[src/rtl/serial_pkg.sv]
// Shared types and constants for the serial line receive path.
package serial_pkg;

  localparam int unsigned SERIAL_DATA_W = 8;

  // Logical level of an idle line after polarity correction.
  localparam logic IDLE_LEVEL = 1'b1;

  typedef enum logic [2:0] {
    StIdle,
    StStart,
    StData,
    StParity,
    StStop,
    StBreak
  } rx_state_e;

  function automatic logic even_parity(input logic [SERIAL_DATA_W-1:0] d);
    return ^d;
  endfunction

endpackage

[src/rtl/sync_2ff.sv]
// Two-flop synchronizer for asynchronous pad inputs; both stages reset to 1.
module sync_2ff (
  input  logic clk,
  input  logic rst,
  input  logic d_i,
  output logic q_o
);

  logic meta_q;
  logic sync_q;

  always_ff @(posedge clk or posedge rst) begin
    if (rst) begin
      meta_q <= 1'b1;
      sync_q <= 1'b1;
    end else begin
      meta_q <= d_i;
      sync_q <= meta_q;
    end
  end

  assign q_o = sync_q;

endmodule

[src/rtl/serial_protocol_rx.sv]
// Serial line receiver: synchronizes one pad, de-frames start/data/[parity]/stop bits.
// Optional even-parity bit enabled with SERIAL_RX_PARITY_EN.
module serial_protocol_rx
  import serial_pkg::*;
#(
  parameter int unsigned CLKS_PER_BIT = 16
) (
  input  logic                     clk,
  input  logic                     rst,
  input  logic                     rx_i,
  input  logic                     polarity_i,
  output logic [SERIAL_DATA_W-1:0] data_o,
  output logic                     valid_o,
  output logic                     frame_err_o,
  output logic                     busy_o
`ifdef SERIAL_RX_PARITY_EN
  ,
  output logic                     parity_err_o
`endif
);

  localparam int unsigned CntW = $clog2(CLKS_PER_BIT);
  localparam logic [CntW-1:0] HalfLast = CntW'(CLKS_PER_BIT / 2 - 1);
  localparam logic [CntW-1:0] FullLast = CntW'(CLKS_PER_BIT - 1);

  logic sync_rx;
  logic line;

  rx_state_e                state_q, state_d;
  logic [CntW-1:0]          cnt_q, cnt_d;
  logic [2:0]               idx_q, idx_d;
  logic [SERIAL_DATA_W-1:0] shift_q, shift_d;
  logic [SERIAL_DATA_W-1:0] data_q, data_d;
  logic                     valid_q, valid_d;
  logic                     ferr_q, ferr_d;
`ifdef SERIAL_RX_PARITY_EN
  logic                     par_bad_q, par_bad_d;
  logic                     perr_q, perr_d;
`endif

  sync_2ff u_sync (
    .clk (clk),
    .rst (rst),
    .d_i (rx_i),
    .q_o (sync_rx)
  );

  // Idle-low lines are inverted so the FSM always sees idle = 1, start = 0.
  assign line = sync_rx ^ ~polarity_i;

  always_comb begin
    state_d = state_q;
    cnt_d   = cnt_q + CntW'(1);
    idx_d   = idx_q;
    shift_d = shift_q;
    data_d  = data_q;
    valid_d = 1'b0;
    ferr_d  = 1'b0;
`ifdef SERIAL_RX_PARITY_EN
    par_bad_d = par_bad_q;
    perr_d    = 1'b0;
`endif

    unique case (state_q)
      StIdle: begin
        cnt_d = '0;
        if (line != IDLE_LEVEL) begin
          state_d = StStart;
        end
      end
      StStart: begin
        if (cnt_q == HalfLast) begin
          cnt_d = '0;
          idx_d = 3'd0;
          state_d = (line == IDLE_LEVEL) ? StIdle : StData;
        end
      end
      StData: begin
        if (cnt_q == FullLast) begin
          cnt_d          = '0;
          shift_d[idx_q] = line;
          if (idx_q == 3'd7) begin
`ifdef SERIAL_RX_PARITY_EN
            state_d = StParity;
`else
            state_d = StStop;
`endif
          end else begin
            idx_d = idx_q + 3'd1;
          end
        end
      end
      StParity: begin
`ifdef SERIAL_RX_PARITY_EN
        if (cnt_q == FullLast) begin
          cnt_d     = '0;
          par_bad_d = line ^ even_parity(shift_q);
          state_d   = StStop;
        end
`else
        state_d = StIdle;
`endif
      end
      StStop: begin
        if (cnt_q == FullLast) begin
          cnt_d = '0;
          if (line == IDLE_LEVEL) begin
            data_d  = shift_q;
            valid_d = 1'b1;
`ifdef SERIAL_RX_PARITY_EN
            perr_d  = par_bad_q;
`endif
            state_d = StIdle;
          end else begin
            ferr_d  = 1'b1;
            state_d = StBreak;
          end
        end
      end
      StBreak: begin
        cnt_d = '0;
        if (line == IDLE_LEVEL) begin
          state_d = StIdle;
        end
      end
      default: begin
        state_d = StIdle;
      end
    endcase
  end

  always_ff @(posedge clk or posedge rst) begin
    if (rst) begin
      state_q <= StIdle;
      cnt_q   <= '0;
      idx_q   <= 3'd0;
      shift_q <= '0;
      data_q  <= '0;
      valid_q <= 1'b0;
      ferr_q  <= 1'b0;
`ifdef SERIAL_RX_PARITY_EN
      par_bad_q <= 1'b0;
      perr_q    <= 1'b0;
`endif
    end else begin
      state_q <= state_d;
      cnt_q   <= cnt_d;
      idx_q   <= idx_d;
      shift_q <= shift_d;
      data_q  <= data_d;
      valid_q <= valid_d;
      ferr_q  <= ferr_d;
`ifdef SERIAL_RX_PARITY_EN
      par_bad_q <= par_bad_d;
      perr_q    <= perr_d;
`endif
    end
  end

  assign data_o      = data_q;
  assign valid_o     = valid_q;
  assign frame_err_o = ferr_q;
  assign busy_o      = (state_q != StIdle);
`ifdef SERIAL_RX_PARITY_EN
  assign parity_err_o = perr_q;
`endif

endmodule

[config.mk]
export PLATFORM = sky130hd
export DESIGN_NAME = serial_protocol_rx
export DESIGN_NICKNAME = d
export VERILOG_FILES = /design/src/rtl/serial_pkg.sv /design/src/rtl/sync_2ff.sv /design/src/rtl/serial_protocol_rx.sv
export SDC_FILE = /design/constraint.sdc
export NUM_CORES = 1
export LEC_CHECK = 0
export BUFFER_PORTS_ARGS = -buffer_cell sky130_fd_sc_hd__buf_2
export CAP_MARGIN = 10
export CELL_PAD_IN_SITES_DETAIL_PLACEMENT = 0
export CELL_PAD_IN_SITES_GLOBAL_PLACEMENT = 1
export CORE_ASPECT_RATIO = 2
export CORE_MARGIN = 2
export CORE_UTILIZATION = 45
export DETAILED_ROUTE_END_ITERATION = 8
export GPL_ROUTABILITY_DRIVEN = 0
export PLACE_DENSITY_LB_ADDON = 0.3
export SLEW_MARGIN = 20
export SYNTH_ARGS = -nofsm -noshare
export SYNTH_HDL_FRONTEND = slang
export SYNTH_HIERARCHICAL = 1
export SYNTH_SLANG_ARGS = --single-unit
[constraint.sdc]
create_clock -name clk -period 2.34 [get_ports clk]
set_input_delay 0.117 -clock clk [delete_from_list [all_inputs] [get_ports clk]]
set_output_delay 0.117 -clock clk [all_outputs]
set_load 0.05 [all_outputs]
[Word level (Yosys, flattened, before mapping)]
Index checks and enable logic that the tools add are counted.
Storage, ports and cells
  register bits after elaboration: 30
  output and inout port bits: 11
  word-level logic and storage cells: 64
Cells by class
  add/subtract/negate cells: 2
  magnitude comparators: 2
  eq/ne operators: 14
  multiplexer cells: 25
  bitwise operators: 2
  reductions and logical operators: 10
Operator list (count)
  two-way mux 3 bit: 10
  one-hot mux 3 bit (5 select lines): 1
  != test 2 bit (second input constant): 7
  one-hot mux 4 bit (3 select lines): 1
  == test 3 bit (second input constant): 3
  bitwise mux 8 bit: 1
  two-way mux 4 bit: 2
  two-way mux 1 bit: 7
  one-hot mux 3 bit (2 select lines): 1
  AND reduction 6 bit: 1
  adder 4 x 1 -> 4 bit (second input constant): 1
  == test 4 x 3 -> 1 bit (second input constant): 1
  == test 4 bit (second input constant): 1
  < comparator 3 x 4 -> 1 bit (second input constant): 1
  AND reduction 4 bit: 1
  OR reduction 2 bit: 2
  adder 3 x 1 -> 3 bit (second input constant): 1
  demux 1 bit (select 3 bit): 1
  == test 3 x 1 -> 1 bit (second input constant): 1
  == test 3 x 2 -> 1 bit (second input constant): 1
  greater-or-equal comparator 3 x 1 -> 1 bit (second input constant): 1
  logical NOT 3 bit: 1
  AND reduction 3 bit: 1
  nonzero test 3 bit: 1
  6 further kinds: 6

[Logic depth before layout (Yosys ltp)]
  depth in word-level cells: 5
  mapped depth: 5

[Modules after synthesis]
Netlist, hierarchy kept.
By module, submodules not included
  serial_protocol_rx: instances 1, cells each 110, area an instance 1310.0 µm², seq. area each 700.7 µm²
  sync_2ff: instances 1, cells each 3, area an instance 56.3 µm², seq. area each 52.6 µm²

[Worst setup path before layout]
No wires, ideal clock.
  path kind: register to register
  start: register cnt_q[0]
  end: register shift_q[6]
  library setup time: 0.125 ns
  arrival time: 1.541 ns
  path slack: 0.675 ns
  stages on the path, launching flop included: 6
  buffers on the path: 0
  clock period less this slack: 1.665 ns
  path through: dfrtp_1 -> ha_1 -> and4b_1 -> nand4b_1 -> nor3b_1 -> mux2_2
Between the ends
  longest elaborated chain between the ends: 2
Ends and longest elaborated chain
  start, declared: RTL line serial_protocol_rx.sv:30  | logic [CntW-1:0] cnt_q, cnt_d;
  start signal, assigned: RTL line serial_protocol_rx.sv:147  | cnt_q <= cnt_d;
  == test 4 bit: RTL line serial_protocol_rx.sv:79  | if (cnt_q == FullLast) begin
  AND reduction 2 bit (no line)
  end signal, assigned: RTL line serial_protocol_rx.sv:149  | shift_q <= shift_d;
  end, declared: RTL line serial_protocol_rx.sv:32  | logic [SERIAL_DATA_W-1:0] shift_q, shift_d;
Every way passes these cells.
A chain may end at the register's enable or synchronous reset.

[Final worst setup path]
  start: register cnt_q[0]
  end: register data_q[4], in the netlist data_o[4]
Between the ends
  longest elaborated chain between the ends: 2
Ends and longest elaborated chain
  == test 4 bit: RTL line serial_protocol_rx.sv:105  | if (cnt_q == FullLast) begin
  AND reduction 3 bit (no line)
  end signal, assigned: RTL line serial_protocol_rx.sv:150  | data_q <= data_d;
  end, declared: RTL line serial_protocol_rx.sv:33  | logic [SERIAL_DATA_W-1:0] data_q, data_d;
Every way passes these cells.

==> impl_metrics.ini <==
[critical_path]
cp.depth = 5
ff2ff_path_depth = 5
crit_fanout = 9
endpoint = data_o[4]
max_stage_delay_ns = 0.39
start_kind = flop
worstSetupEndpointType = flop
r2r_start = cnt_q[0]
worstPathRequired_ns = 2.50
critical_path_buf_inv_count = 0
timing_worst_setup_path_type = reg -> reg
path_delay_family = simple AND/OR/NAND/NOR gates
cp_slowest_cell = nor2_2
rr_endpoint = data_o[4]
crit_chain = ha_1 -> and4b_1 -> nand2_1 -> nor2_2 -> mux2_2
cp.arrival_ns = 2.05
setup.worst_path.start = cnt_q[0]
ff2ff_setup_slack_ns = 0.45

[yosys]
ys_async_sr_fraction_pct = 100
syn_area_per_cell_um2 = 12.1
yosysMostFrequentCell = dfrtp_1
synth_edf_count = 0
yosysWarnings = 6
synth_common_cells = dfrtp_1 (28), mux2_2 (16), nor2_1 (9), o21ai_0 (5)
synth_top_area_share_pct = 51.3
synth_area_leaders = dfrtp_1 (51%), mux2_2 (13%), dfstp_2 (3.8%)
seq_area_frac_synth_pct = 55.1
netlist_area_um2 = 1370
ys.flop_type = dfrtp_1
syn_nets = 120
ys_types = 35
ys_seq_elements = 30
yosysTopAreaCell = dfrtp_1
synthCells = 113

[global_route]
grt_pass1_wl_um = 4240
grt_start_max_net_pins = 29
grt_pass1_vias = 901
track_usage_pct = 16.4
antenna_found_initial = 0
overflow = 0

[finish]
antenna_cells = 0
nNetsFinal = 140
final_layout_size_suffix_gt1_share_pct = 34.3
utilization_pct = 54.2
area_delta_synth_final_pct = 16.7

[die]
die_area_um2 = 3520
num_io_pins = 15
start_util_pct = 46.4
fp.coreArea_um2 = 2940
fp.dieW_um = 43.0
die_height_um = 81.9
rows = 28

[clocking]
ctsRootBufferMaster = clkbuf_8
clk_pin_slew_worst_paths_ns = 0.06
cts_setup_buffers = 0
htree_levels = 2
cts_num_sinks = 30
cts_max_path_buffers = 2
worstSkewPairLatency_ns = 0.28
cts_buffers = 5
cts_tree = done
cts_resized = 0

[placement]
place_hpwl_um = 1760
io_buffers = 14

[timing]
setup_viol = 0
skew_ns = 0.00677
fin_crit_sh_pct = 80.7
fmax_mhz = 530
maxSlewHeadroom_pct = 53.9
worst_pin_slew_ns = 0.686
slew_violations = 0
final_hold_viol_count = 0
fin_crit_ns = 1.89
fin_setup_tns_ns = 0
rsz0062_at_grt = false

[routing]
via_count = 914
drtAntennaViolNets = 0
post_drt_wl_per_cell_um = 15.0
drt-total-wl_um = 2450
dr.pass1.iters = 4
drt_iter0_markers = 22
drcViolationCount = 0
vias_per_cell = 5.57

[power_and_ir_drop]
peakVddDrop_v = 0.000533
p_per_area_nw_per_um2 = 852
leakage_nw = 0.770

[job]
drv_cap = 0

[min_path]
hold_class = in -> reg

[status]
run_status = complete, no violations
[routing by layer]
layer | track usage [%] | part of all wire (%)
met5 | 0 | 0
met2 | 28.3 | 54
met3 | 4.84 | 4.1
met4 | 8.18 | 1.8
met1 | 18.1 | 40
[per-stage QoR]
step                      power (mW)  area [um2]  instances  hold slack (ns)  worst slack [ns]
after CTS                       1.38        1590        164            0.329             0.429
after detailed placement       0.887        1460        154            0.151             0.439
after floorplan                0.832        1370        113           0.0285             0.675
final                           1.36        1590        164            0.329             0.452
after global placement         0.881        1460        154            0.146             0.464
after global routing            1.44        1590        164            0.357             0.315
[what timing repair did]
action                                  CTS  global route
hold buffers                              2             0
endpoints found under the setup margin    0             0
hold endpoints to repair                 31             0
[final cells by class]
cell class / instances / area (um2)
well taps: 30 / 37.5
inverters: 3 / 11.3
clock buffers: 8 / 110
multi-input cells: 75 / 577
fillers: 266 / 1350
flip-flops and latches: 30 / 753
repair buffers: 18 / 105
[kinds of logic (layout without fill, tap and decap cells)]
family                   Yosys count  in the layout  share of synthesized area [%]
AO/OA/AOI/OAI                     14             14                           6.41
adder cells (fa/ha/maj)            3              3                           2.75
multiplexers                      16             16                           13.2
XOR/XNOR                           3              3                           1.92
AND/OR/NAND/NOR                   39             39                           17.9
flip-flops                        30             30                           55.1
buffers and inverters              8             29                           2.66
[state kept, by name, summed over array words and instances (netlist names)]
signal / count
idx_q: 3
cnt_q: 4
data_o: 8
u_sync/meta_q: 1
shift_q: 8
u_sync/q_o: 1
frame_err_o: 1
state_q: 3
valid_o: 1
[tightest hold or removal path, stage by stage]
cell	delay, ns
buf_2	0.10
xor2_1	0.06
buf_4	0.15
a21o_1	0.15
[power breakdown]
part	switching [mW]	internal, mW
Combinational	0.138	0.0925
Clock	0.184	0.296
Sequential	0.0766	0.571
Total	0.398	0.960
[placed cells by master (no fill, tap or decap), drive strengths merged, types with 2 or more instances in the layout]
cell	count
nor3b	2
xor2	2
mux2	16
nand3b	2
dfstp	2
ha	3
nand2	4
a21oi	3
inv	3
or3	2
nand4b	4
a22o	2
dfrtp	28
nand3	4
buf	16
dlygate4sd3	2
nor3	4
clkbuf	8
nor2	10
o21ai	5
[worst min-delay path by stage]
stage / startpoint / to / slack, ns / depth (start not counted)
2_1_floorplan: rst / u_sync/meta_q / 0.03 / 1
3_3_place_gp: rst / u_sync/meta_q / 0.15 / 2
3_5_place_dp: rst / u_sync/meta_q / 0.15 / 2
4_1_cts: polarity_i / state_q[1] / 0.33 / 4
5_1_grt: polarity_i / state_q[1] / 0.36 / 4
6_report: polarity_i / state_q[1] / 0.33 / 4
No activity file was read; power rests on OpenSTA's default activity.
